**src/rtl/ram_arbiter.sv**
```systemverilog
// ram_arbiter
//   Shares one synchronous-read data RAM between a CPU port (0) and a loader
//   port (1). One access is issued per cycle. Ties are broken round robin.
//   The loader can hold ownership for a burst of up to MAX_LOCK grants with
//   lock1.
//
// Ports
//   clk_25mhz, reset           : clock (rising edge), async active-high reset
//   req/we/addr/wdata 0,1      : access request from each port
//   ack0, ack1                 : access driven onto the RAM pins this cycle
//   rvalid0/1, rdata0/1        : read data return, one cycle after ack
//   lock1                      : loader asks to keep ownership for a burst
//   ram_we/addr/wdata/rdata    : RAM side (read data valid the cycle after addr)
//   dbg_state                  : 1 while the FSM is in LOCK1
//
// Handshake: a port raises reqN with weN/addrN/wdataN and holds all four
// stable until it sees ackN high. The request is consumed in the ackN cycle.
// The requester may drop or change the request in the following cycle.
// Nothing is buffered here.
module ram_arbiter #(
  parameter int ADDR_W   = 8,
  parameter int DATA_W   = 32,
  parameter int MAX_LOCK = 16
) (
  input  logic              clk_25mhz,
  input  logic              reset,
  input  logic              req0,
  input  logic              we0,
  input  logic [ADDR_W-1:0] addr0,
  input  logic [DATA_W-1:0] wdata0,
  output logic              ack0,
  output logic              rvalid0,
  output logic [DATA_W-1:0] rdata0,
  input  logic              req1,
  input  logic              we1,
  input  logic [ADDR_W-1:0] addr1,
  input  logic [DATA_W-1:0] wdata1,
  input  logic              lock1,
  output logic              ack1,
  output logic              rvalid1,
  output logic [DATA_W-1:0] rdata1,
  output logic              ram_we,
  output logic [ADDR_W-1:0] ram_addr,
  output logic [DATA_W-1:0] ram_wdata,
  input  logic [DATA_W-1:0] ram_rdata,
  output logic              dbg_state
);

  localparam int CNT_W = $clog2(MAX_LOCK + 1);

  typedef enum logic {RR = 1'b0, LOCK1 = 1'b1} state_t;

  state_t            state, state_nxt;
  logic              last_grant, last_grant_nxt;  // 1: port 1 was granted last
  logic [CNT_W-1:0]  lock_cnt, lock_cnt_nxt;
  logic              grant0, grant1;

  logic              rd_pend;    // a read was issued last cycle
  logic              rd_owner;   // which port issued it
  logic [DATA_W-1:0] rdata0_q, rdata1_q;

  // Grant and next-state logic. Grants are forced low while reset is held,
  // so the RAM stays idle even if requests are already up.
  always_comb begin
    grant0         = 1'b0;
    grant1         = 1'b0;
    state_nxt      = state;
    last_grant_nxt = last_grant;
    lock_cnt_nxt   = lock_cnt;
    if (!reset) begin
      case (state)
        RR: begin
          if (req0 && (!req1 || last_grant)) grant0 = 1'b1;
          else if (req1)                     grant1 = 1'b1;
          if (grant1 && lock1 && (MAX_LOCK > 1)) begin
            state_nxt    = LOCK1;
            lock_cnt_nxt = CNT_W'(1);
          end
        end
        LOCK1: begin
          grant1 = req1;
          if (!lock1) begin
            state_nxt    = RR;
            lock_cnt_nxt = '0;
          end else if (req1) begin
            // This grant is the MAX_LOCK-th of the burst. Hand back to RR.
            // last_grant becomes 1 below, so a waiting port 0 wins next.
            if (lock_cnt == CNT_W'(MAX_LOCK - 1)) begin
              state_nxt    = RR;
              lock_cnt_nxt = '0;
            end else begin
              lock_cnt_nxt = lock_cnt + CNT_W'(1);
            end
          end
        end
        default: state_nxt = RR;
      endcase
      if (grant0)      last_grant_nxt = 1'b0;
      else if (grant1) last_grant_nxt = 1'b1;
    end
  end

  always_ff @(posedge clk_25mhz or posedge reset) begin
    if (reset) begin
      state      <= RR;
      last_grant <= 1'b1;
      lock_cnt   <= '0;
      rd_pend    <= 1'b0;
      rd_owner   <= 1'b0;
      rdata0_q   <= '0;
      rdata1_q   <= '0;
    end else begin
      state      <= state_nxt;
      last_grant <= last_grant_nxt;
      lock_cnt   <= lock_cnt_nxt;
      rd_pend    <= (grant0 && !we0) || (grant1 && !we1);
      rd_owner   <= grant1;
      if (rvalid0) rdata0_q <= ram_rdata;
      if (rvalid1) rdata1_q <= ram_rdata;
    end
  end

  assign ack0      = grant0;
  assign ack1      = grant1;
  assign ram_we    = (grant0 && we0) || (grant1 && we1);
  assign ram_addr  = grant1 ? addr1  : addr0;
  assign ram_wdata = grant1 ? wdata1 : wdata0;

  // RAM data arrives in the cycle after the address. Return it directly in
  // that cycle. Otherwise show the last value each port captured.
  assign rvalid0   = rd_pend && !rd_owner;
  assign rvalid1   = rd_pend &&  rd_owner;
  assign rdata0    = rvalid0 ? ram_rdata : rdata0_q;
  assign rdata1    = rvalid1 ? ram_rdata : rdata1_q;

  assign dbg_state = (state == LOCK1);

endmodule

```
**config.mk**
```make
export PLATFORM = sky130hd
export DESIGN_NAME = ram_arbiter
export DESIGN_NICKNAME = d
export VERILOG_FILES = /design/src/rtl/ram_arbiter.sv
export SDC_FILE = /design/constraint.sdc
export NUM_CORES = 1
export LEC_CHECK = 0
export ABC_AREA = 0
export BUFFER_PORTS_ARGS = -buffer_cell sky130_fd_sc_hd__buf_2
export CAP_MARGIN = 10
export CORE_MARGIN = 2
export CORE_UTILIZATION = 42
export CTS_CLUSTER_DIAMETER = 100
export DETAILED_ROUTE_END_ITERATION = 10
export GPL_TIMING_DRIVEN = 0
export PLACE_DENSITY = 0.82
export SKIP_LAST_GASP = 1
export SLEW_MARGIN = 40
export SYNTH_ARGS = -nofsm -noshare
export SYNTH_HDL_FRONTEND = slang
export SYNTH_SLANG_ARGS = --single-unit
```
**constraint.sdc**
```tcl
create_clock -name clk_25mhz -period 2.9 [get_ports clk_25mhz]
set_input_delay 0.435 -clock clk_25mhz [delete_from_list [all_inputs] [get_ports clk_25mhz]]
set_output_delay 0.435 -clock clk_25mhz [all_outputs]
set_load 0.05 [all_outputs]
```
* Word-level counts from Yosys, hierarchy flattened
Index checks and enable logic that the tools add are counted.
Storage, ports and cells: register bits after elaboration 73, output and inout port bits 110, logic and storage cells 58
Cells by class: $add $sub $neg 1, eq/ne operators 3, mux-type cells 27, bitwise gates (word level) 2, reduce and logical (&&, ||, !) cells 18
Operators by type and width (count):
- 2-to-1 mux 32 bit | 3
- 2-to-1 mux 5 bit | 4
- 2-to-1 mux 1 bit | 16
- one-hot mux 5 bit (2 select lines) | 1
- logical AND 1 bit | 8
- 2-to-1 mux 8 bit | 1
- adder 5 x 1 -> 5 bit, second input constant | 1
- equality test 5 x 4 -> 1 bit, second input constant | 1
- logical NOT 1 bit | 4
- one-hot mux 1 bit (2 select lines) | 2
- logical OR 1 bit | 3
- inequality test 3 bit, second input constant | 1
- AND reduction 3 bit | 1
- inequality test 2 bit, second input constant | 1
- NOT 1 bit | 2
- AND reduction 2 bit | 1
- nonzero test 2 bit | 1

* Depth between registers and ports, before layout
Gate-level depths: netlist of run 1.
word-level depth 11, mapped depth 7

* Least setup slack after synthesis of run 1
Ideal clock, no wire load.
kind input-to-output, start point input reset, end point output ram_we, arrival time 2689 ps, data required time 2465 ps, path slack -224 ps, cell stages on the path 7, cell sequence inv_2 -> nand2_1 -> a21o_1 -> buf_2 -> buf_6 -> inv_2 -> a22o_1
On the way: longest elaborated chain between the ends 3
Ends and longest elaborated chain:
- from (decl) | RTL line 26 | input logic reset,
- 2-to-1 mux 1 bit | RTL line 70 | if (!reset) begin
- net ack1 | RTL line 39 | output logic ack1,
- logical AND 1 bit | RTL line 125 | assign ram_we = (grant0 && we0) || (grant1 && we1);
- logical OR 1 bit | RTL line 125
- to (decl) | RTL line 42 | output logic ram_we,
The timed path passes the listed nets, and every way through them passes these cells.

* Worst setup path after layout of run 1
start point input reset, end point output ram_wdata[28]
On the way: longest elaborated chain between the ends 2
Ends and longest elaborated chain:
- 2-to-1 mux 1 bit | RTL line 70
- 2-to-1 mux 32 bit | RTL line 127 | assign ram_wdata = grant1 ? wdata1 : wdata0;
- to (decl) | RTL line 44 | output logic [DATA_W-1:0] ram_wdata,
Every way passes these cells.

==> results of run 1 <==
-- final cells by class --
| cell class | count | area share |
|---|---|---|
| Clock inverter | 6 | 0.009098 |
| Multi-Input combinational cell | 140 | 0.2956 |
| Sequential cell | 73 | 0.3798 |
| Buffer | 13 | 0.01768 |
| Timing Repair Buffer | 228 | 0.2371 |
| Clock buffer | 10 | 0.02651 |
| Inverter | 8 | 0.007798 |
| Tap cell | 102 | 0.02651 |
-- logic make-up (layout without fill, tap and decap cells) --
group	count (synthesis)	in the layout	synth area share
AND/OR/NAND/NOR	18	18	0.02575
adder cells (fa/ha/maj)	1	1	0.003731
flip-flops	73	73	0.5452
buffers and inverters	21	265	0.03433
multiplexers	104	104	0.3493
AO/OA/AOI/OAI	17	17	0.04179
-- path summary, 6_finish.rpt --
kind,startpoint,end,cells past startpoint
min reg2reg,rdata0_q[3]$_DFF_PP0_,rdata0_q[3]$_DFF_PP0_,1
max,reset,ram_wdata[28],8
max reg2reg,rd_owner$_DFF_PP0_,rdata1_q[11]$_DFF_PP0_,3
min,reset,lock_cnt[0]$_DFFE_PP0P_,2
max in group asynchronous,reset,rdata0_q[11]$_DFF_PP0_,2
min in group clk_25mhz,we0,rd_pend$_DFF_PP0_,2
-- per-layer routing --
layer	global-route usage	vias to the layer above	share of wire
li1	-	1310	-
met5	0	-	0
met2	0.3573	141	0.50
met3	0.07333	16	0.096
met1	0.2243	1306	0.38
met4	0.06863	0	0.021
-- registers in the layout, indices dropped and copies added (netlist names) --
register	count
rdata0_q	32
rd_owner	1
last_grant	1
dbg_state	1
rdata1_q	32
rd_pend	1
lock_cnt	5
-- through the flow --
stage	setup WS (ns)	TNS [ns]	total power, mW	cells
after global placement	-0.1142	-2.438	4.302	564
after floorplan	0.1600	0	3.750	234
after global routing	0.01275	0	5.253	580
final	0.2278	0	5.017	580
after detailed placement	0.02829	0	4.374	564
after CTS	0.02075	0	5.070	580
-- power by group --
group          leakage (nW)  internal, mW  switching [mW]
combinational          1.51         0.699            2.11
clock                0.0866         0.314           0.371
sequential            0.865          1.41           0.108
total                  2.46          2.43            2.59
-- cell usage in the layout (no fill, tap or decap) --
cell | netlist | layout
clkbuf_1 | 1 | 2
inv_6 | 0 | 1
o21a_1 | 1 | 1
dfstp_2 | 1 | 1
inv_2 | 2 | 1
o21ba_2 | 1 | 1
mux2_1 | 65 | 65
clkinvlp_4 | 0 | 1
clkinv_4 | 0 | 2
inv_8 | 0 | 1
a221o_2 | 1 | 1
o211ai_1 | 1 | 1
a21o_1 | 1 | 1
clkbuf_8 | 0 | 9
dfrtp_1 | 72 | 72
inv_1 | 6 | 6
clkinv_2 | 0 | 2
a32oi_1 | 1 | 1
ha_1 | 1 | 1
a31oi_1 | 1 | 1
or4_1 | 1 | 1
o21ai_0 | 3 | 3
o22ai_1 | 1 | 1
buf_6 | 4 | 4
a2111oi_4 | 0 | 1
nor2_1 | 2 | 2
buf_2 | 5 | 233
mux2_2 | 39 | 39
a22o_1 | 1 | 1
buf_1 | 3 | 3
a21oi_1 | 2 | 2
nand3_1 | 4 | 4
nand2_1 | 7 | 7
a21boi_2 | 1 | 1
nor2b_1 | 4 | 4
o221ai_2 | 1 | 1
==> metrics.md, run 1 <==
| Metric | Value |
|---|---|
| Status | `completed` |
| Seq/Total Area, Yosys | `0.5451` |
| # DRC | `0` |
| P&R area growth vs syn | `43.54%` |
| CTS resizes | `0` |
| Die W | `just over 90 um` |
| Critical path's slowest cell | `inv_8` |
| Slew Viols, Final | `0` |
| Hold slack | `~0.19 ns` |
| Initial core utilization | `0.4339` |
| Syn Area/Cell | `14.33 sq um` |
| RSZ-0062 raised after global routing | `no` |
| Crit end category | `primary output` |
| R2r setup slk | `1.26 ns` |
| Vias | `around 2,800` |
| Final worst-path cycle share | `0.9214` |
| # diodes | `0` |
| Total die area | `approximately 8700 sq um` |
| Area occupied by multi-input gates | `1423 sq um` |
| First-pass GRT wire length | `roughly 14,000 um` |
| Leakage | `~2.5 nW` |
| Sink Count | `73` |
| Synth top cells by count | `dfrtp_1 (72), mux2_1 (65), mux2_2 (39)` |
| Delay-heaviest family, CP | `buffers and inverters` |
| Distinct cell type count after synthesis | `30` |
| Max Buffers Root-to-Sink | `2` |
| Die Span Y | `about 93 um` |
| Required @ worst endpoint | `2.47 ns` |
| Synth Flop Type | `dfrtp_1` |
| Initial antenna violation count | `0` |
| Cell Pwr Density | `1042 nW/um^2` |
| Hold Crit Class | `input pin to async pin` |
| Final Hold Vio Count | `0` |
| Highest Clock Rate | `between 0.3 and 0.4 GHz` |
| DP Area | `roughly 4600 sq um` |
| Count leader, synth | `dfrtp_1` |
| Design area | `between 4000 and 5000 sq um` |
| Number of synthesized register bits | `73` |
| Synthesis Warnings | `0` |
| Rel. slew slack | `0.5990` |
| Root Buffer | `clkbuf_8` |
| Synth top area share | `0.5373` |
| First-iteration detailed-routing DRC count | `48` |
| Hold_buf cts | `0` |
| Critical path type | `input pin to primary output` |
| Critical Path Max Stage Delay | `around 0.38 ns` |
| EDFF count, synth | `0` |
| Core area | `7727 sq um` |
| Min Tclk post-route | `approximately 2.7 ns` |
| Yosys top cell by area | `dfrtp_1` |
| Synth Instances | `between 200 and 250` |
| Clock latency on the worst-skew pair | `0.33 ns` |
| Nets | `around 600` |
| Worst-Margin Slew | `0.6016 ns` |
| # fillers | `635` |
| Share of layout cells above drive strength 1 | `0.6255` |
| Pin count of the biggest net entering global routing | `just under 80` |
| Util after Layout | `0.6229` |
| Total Routing Usage GR | `0.2022` |
| CP Max Fanout | `77` |
| Final Wtd Congestion | `about 0.77` |
| Ranking of synthesized cells by area | `dfrtp_1 (54%), mux2_1 (22%), mux2_2 (13%), buf_6 (1.3%), dfstp_2 (0.78%)` |
| CTS Buf Count | `9` |
| Setup bufs post-CTS | `0` |
| IO Count | `229` |
| PortBufs | `between 200 and 250` |
| Cell mode on critical path | `buf_2` |
| Critical-path cell list | `buf_2, inv_8, nand2_1, a21o_1, buf_2, buf_6, mux2_1, buf_2` |
| Post-synthesis net count | `between 300 and 400` |
| Placed wire-length estimate | `7085 um` |
| H-Tree Depth | `3` |
| Clock transition at path regs | `around 0.080 ns` |
| Max Cap Violations | `0` |
| Vias in the first global route | `approximately 2,900` |
| GRT Residual Overflow | `0` |
| Nature of the critical path startpoint | `input pin` |
| Worst Path Buf+Inv | `5` |
| Row count | `32` |
| Final ANT Viol Nets | `0` |
| DR vias/cell | `around 4.8` |
| DRT Pass-1 Iters | `4` |
| Clock Skews | `between 0.006 and 0.007 ns` |
| Maximum VDD drop | `between 0.0003 and 0.0004 V` |
| Drt wl/cell | `approximately 15 um` |
| Sequential cell area | `between 1500 and 2000 sq um` |
| Setup-failing EPs final | `0` |
| Async SR Flop Fraction | `1.000` |
| WP data arrival | `roughly 2.2 ns` |
| Synthesized cell area | `about 3400 sq um` |
| Routed WL | `8765 um` |
| CTS tree | `done` |
Power figures use the tool's default switching activity.
==> run 2, diff against run 1 <==
- BUFFER_PORTS_ARGS: -buffer_cell sky130_fd_sc_hd__buf_2 -> -buffer_cell sky130_fd_sc_hd__clkbuf_2
==> run 2 against run 1 <==
  * Cell count unchanged
  * Register-to-register slack is essentially flat
  * Largest power group unchanged
  * Largest cell class unchanged
  * Maximum frequency is 0.37% higher
  * Non-clock buffer count stayed put
  * Highest routed layer unchanged
  * Critical path depth unchanged
  * First-iteration DRC count is 65% higher
  * Global-route usage increased by 0.30 points
  * Clock power grew 34%
==> metrics.md, run 2 (same netlist as run 1, synthesis figures left out) <==
| Metric | Value |
|---|---|
| Hold Crit Class | `input pin to async pin` |
| DRT Pass-1 Iters | `4 (unchanged)` |
| Util after Layout | `0.6341 (+0.01117)` |
| Share of layout cells above drive strength 1 | `0.6276 (+0.002092)` |
| Reg2reg path depth | `3 (unchanged)` |
| DR vias/cell | `4.766 (-0.32%)` |
| Total Routing Usage GR | `0.2052 (+0.002977)` |
| Vias in the first global route | `2,897 (-0.41%)` |
| Rel. slew slack | `0.5931 (-0.005901)` |
| Pin count of the biggest net entering global routing | `78 (unchanged)` |
| Most Used Layer, Global Route | `met2` |
| Max Cap Violations | `0 (unchanged)` |
| Leakage | `2.547 nW (+3.5%)` |
| CTS Buf Count | `9 (unchanged)` |
| CP Max Fanout | `77 (unchanged)` |
| Final Power | `5.263 mW (+4.9%)` |
| PnR worst setup slack | `0.2377 ns (+0.009860 ns)` |
| Total die area | `8714 sq um (unchanged)` |
| Final Wtd Congestion | `0.7689 (-0.32%)` |
| Placed wire-length estimate | `7191 um (+1.5%)` |
| Initial antenna violation count | `0 (unchanged)` |
| P&R area growth vs syn | `46.12%` |
| Crit end category | `primary output` |
| Die W | `93.35 um (unchanged)` |
| RSZ-0062 raised after global routing | `no` |
| Hold slack | `0.1468 ns (-0.04504 ns)` |
| Clock Skews | `0.01138 ns (+0.004927 ns)` |
| Clock transition at path regs | `0.07 ns (about the same)` |
| Die Span Y | `93.35 um (unchanged)` |
| CTS tree | `done` |
| Setup-failing EPs final | `0 (unchanged)` |
| GRT Residual Overflow | `0 (unchanged)` |
| Core area | `7727 sq um (unchanged)` |
| Largest regs | `rdata0_q (32), rdata1_q (32), lock_cnt (5)` |
| Cell Pwr Density | `1074 nW/um^2 (+3.1%)` |
| Met3 usage | `0.07897 (+0.005641)` |
| Setup bufs post-CTS | `0 (unchanged)` |
| Row count | `32 (unchanged)` |
| Required @ worst endpoint | `2.47 ns (about the same)` |
| Final worst-path cycle share | `0.9180 (-0.003400)` |
| Max Buffers Root-to-Sink | `2 (unchanged)` |
| Sink Count | `73 (unchanged)` |
| WP data arrival | `2.23 ns (about the same)` |
| First-pass GRT wire length | `13,810 um (+0.60%)` |
| Met2 usage | `0.3531 (-0.004197)` |
| Min Tclk post-route | `2.662 ns (-0.009860 ns)` |
| Final Hold Vio Count | `0 (unchanged)` |
| Slew Viols, Final | `0 (unchanged)` |
| Drt wl/cell | `15.30 um (+1.3%)` |
| Hold_buf cts | `0 (unchanged)` |
| Critical path type | `input pin to primary output` |
| Initial core utilization | `0.4339 (unchanged)` |
| # DRC | `0 (unchanged)` |
| Nets | `593 (unchanged)` |
| Highest Clock Rate | `0.3756 GHz (+0.37%)` |
| Worst-Margin Slew | `0.6104 ns (+0.008851 ns)` |
| # diodes | `0 (unchanged)` |
| Routed WL | `8875 um (+1.3%)` |
| Vias | `2,764 (-0.32%)` |
| Met1 Use GR | `0.2397 (+0.01540)` |
| PortBufs | `228 (unchanged)` |
| Most common cell after layout, fill and taps aside | `clkbuf_2` |
| Status | `completed` |
| Place WS | `-0.007818 ns (-0.03611 ns)` |
| Maximum VDD drop | `0.0003624 V (+9.3%)` |
| Most frequent cells in the layout | `clkbuf_2 (228), dfrtp_1 (72), mux2_1 (65)` |
| Final ANT Viol Nets | `0 (unchanged)` |
| H-Tree Depth | `3 (unchanged)` |
| Clock latency on the worst-skew pair | `0.34 ns (about the same)` |
| IO Count | `229 (unchanged)` |
| Nature of the critical path startpoint | `input pin` |
| Root Buffer | `clkbuf_8` |
| First-iteration detailed-routing DRC count | `79 (+65%)` |
==> run 2: cell types whose count changed in the layout (fill, tap and decap cells not counted), moves of 2 or more <==
cell       delta
buf_2       -228
bufinv_16     +2
clkbuf_2    +228
clkbuf_8      +3
==> run 2: final timing paths <==
kind,from,end,slack [ns]
setup / recovery,reset,ram_wdata[28],0.24
hold / removal,reset,lock_cnt[1]$_DFFE_PP0P_,0.15
setup reg to reg,rd_owner$_DFF_PP0_,rdata1_q[29]$_DFF_PP0_,1.26
hold reg to reg,rdata0_q[3]$_DFF_PP0_,rdata0_q[3]$_DFF_PP0_,0.49
max in group asynchronous,reset,last_grant$_DFFE_PP1P_,2.50
min in group clk_25mhz,we0,rd_pend$_DFF_PP0_,0.30
==> run 2: metrics by stage <==
step	setup TNS [ns]	area [sq um]	cells
6_report	0	4900	580
5_1_grt	0	4900	580
4_1_cts	0	4881	580
3_5_place_dp	-0.007818	4639	564
3_3_place_gp	-3.826	4637	564
2_1_floorplan	0	3368	234
==> run 2: repair_timing <==
action / CTS / global route
cloned: 0 / 0
gates resized for setup: 2 / 2
hold endpoints to repair: 0 / 0
endpoints found under the setup margin: 1 / 1
==> run 2: where the power goes <==
| group | switching, mW | internal (mW) | total, mW |
|---|---|---|---|
| combinational | 2.13 | 0.687 | 2.81 |
| clock | 0.363 | 0.555 | 0.918 |
| sequential | 0.116 | 1.41 | 1.53 |
| total | 2.61 | 2.66 | 5.26 |
==> run 2: cell type report <==
type | count | area (sq um)
fill | 642 | 2828
sequential | 73 | 1828
multi-input combinational | 140 | 1423
timing repair buffer | 228 | 1141
clock buffer | 12 | 165.2
tap | 102 | 127.6
buffer | 13 | 85.08
clock inverter | 4 | 73.82
inverter | 8 | 56.30
==> run 2: layer usage <==
metal | vias to the layer above | routed length, um
met5 | - | 0
met2 | 124 | 4501
li1 | 1313 | -
met3 | 6 | 840
met4 | 0 | 55
met1 | 1321 | 3478
==> run 2: worst max-delay path: stages <==
cell and delay, ns:
clkbuf_2 0.26, clkinv_16 0.24, nand2_1 0.18, a21o_1 0.09, buf_2 0.21, buf_6 0.19
mux2_1 0.35, clkbuf_2 0.25
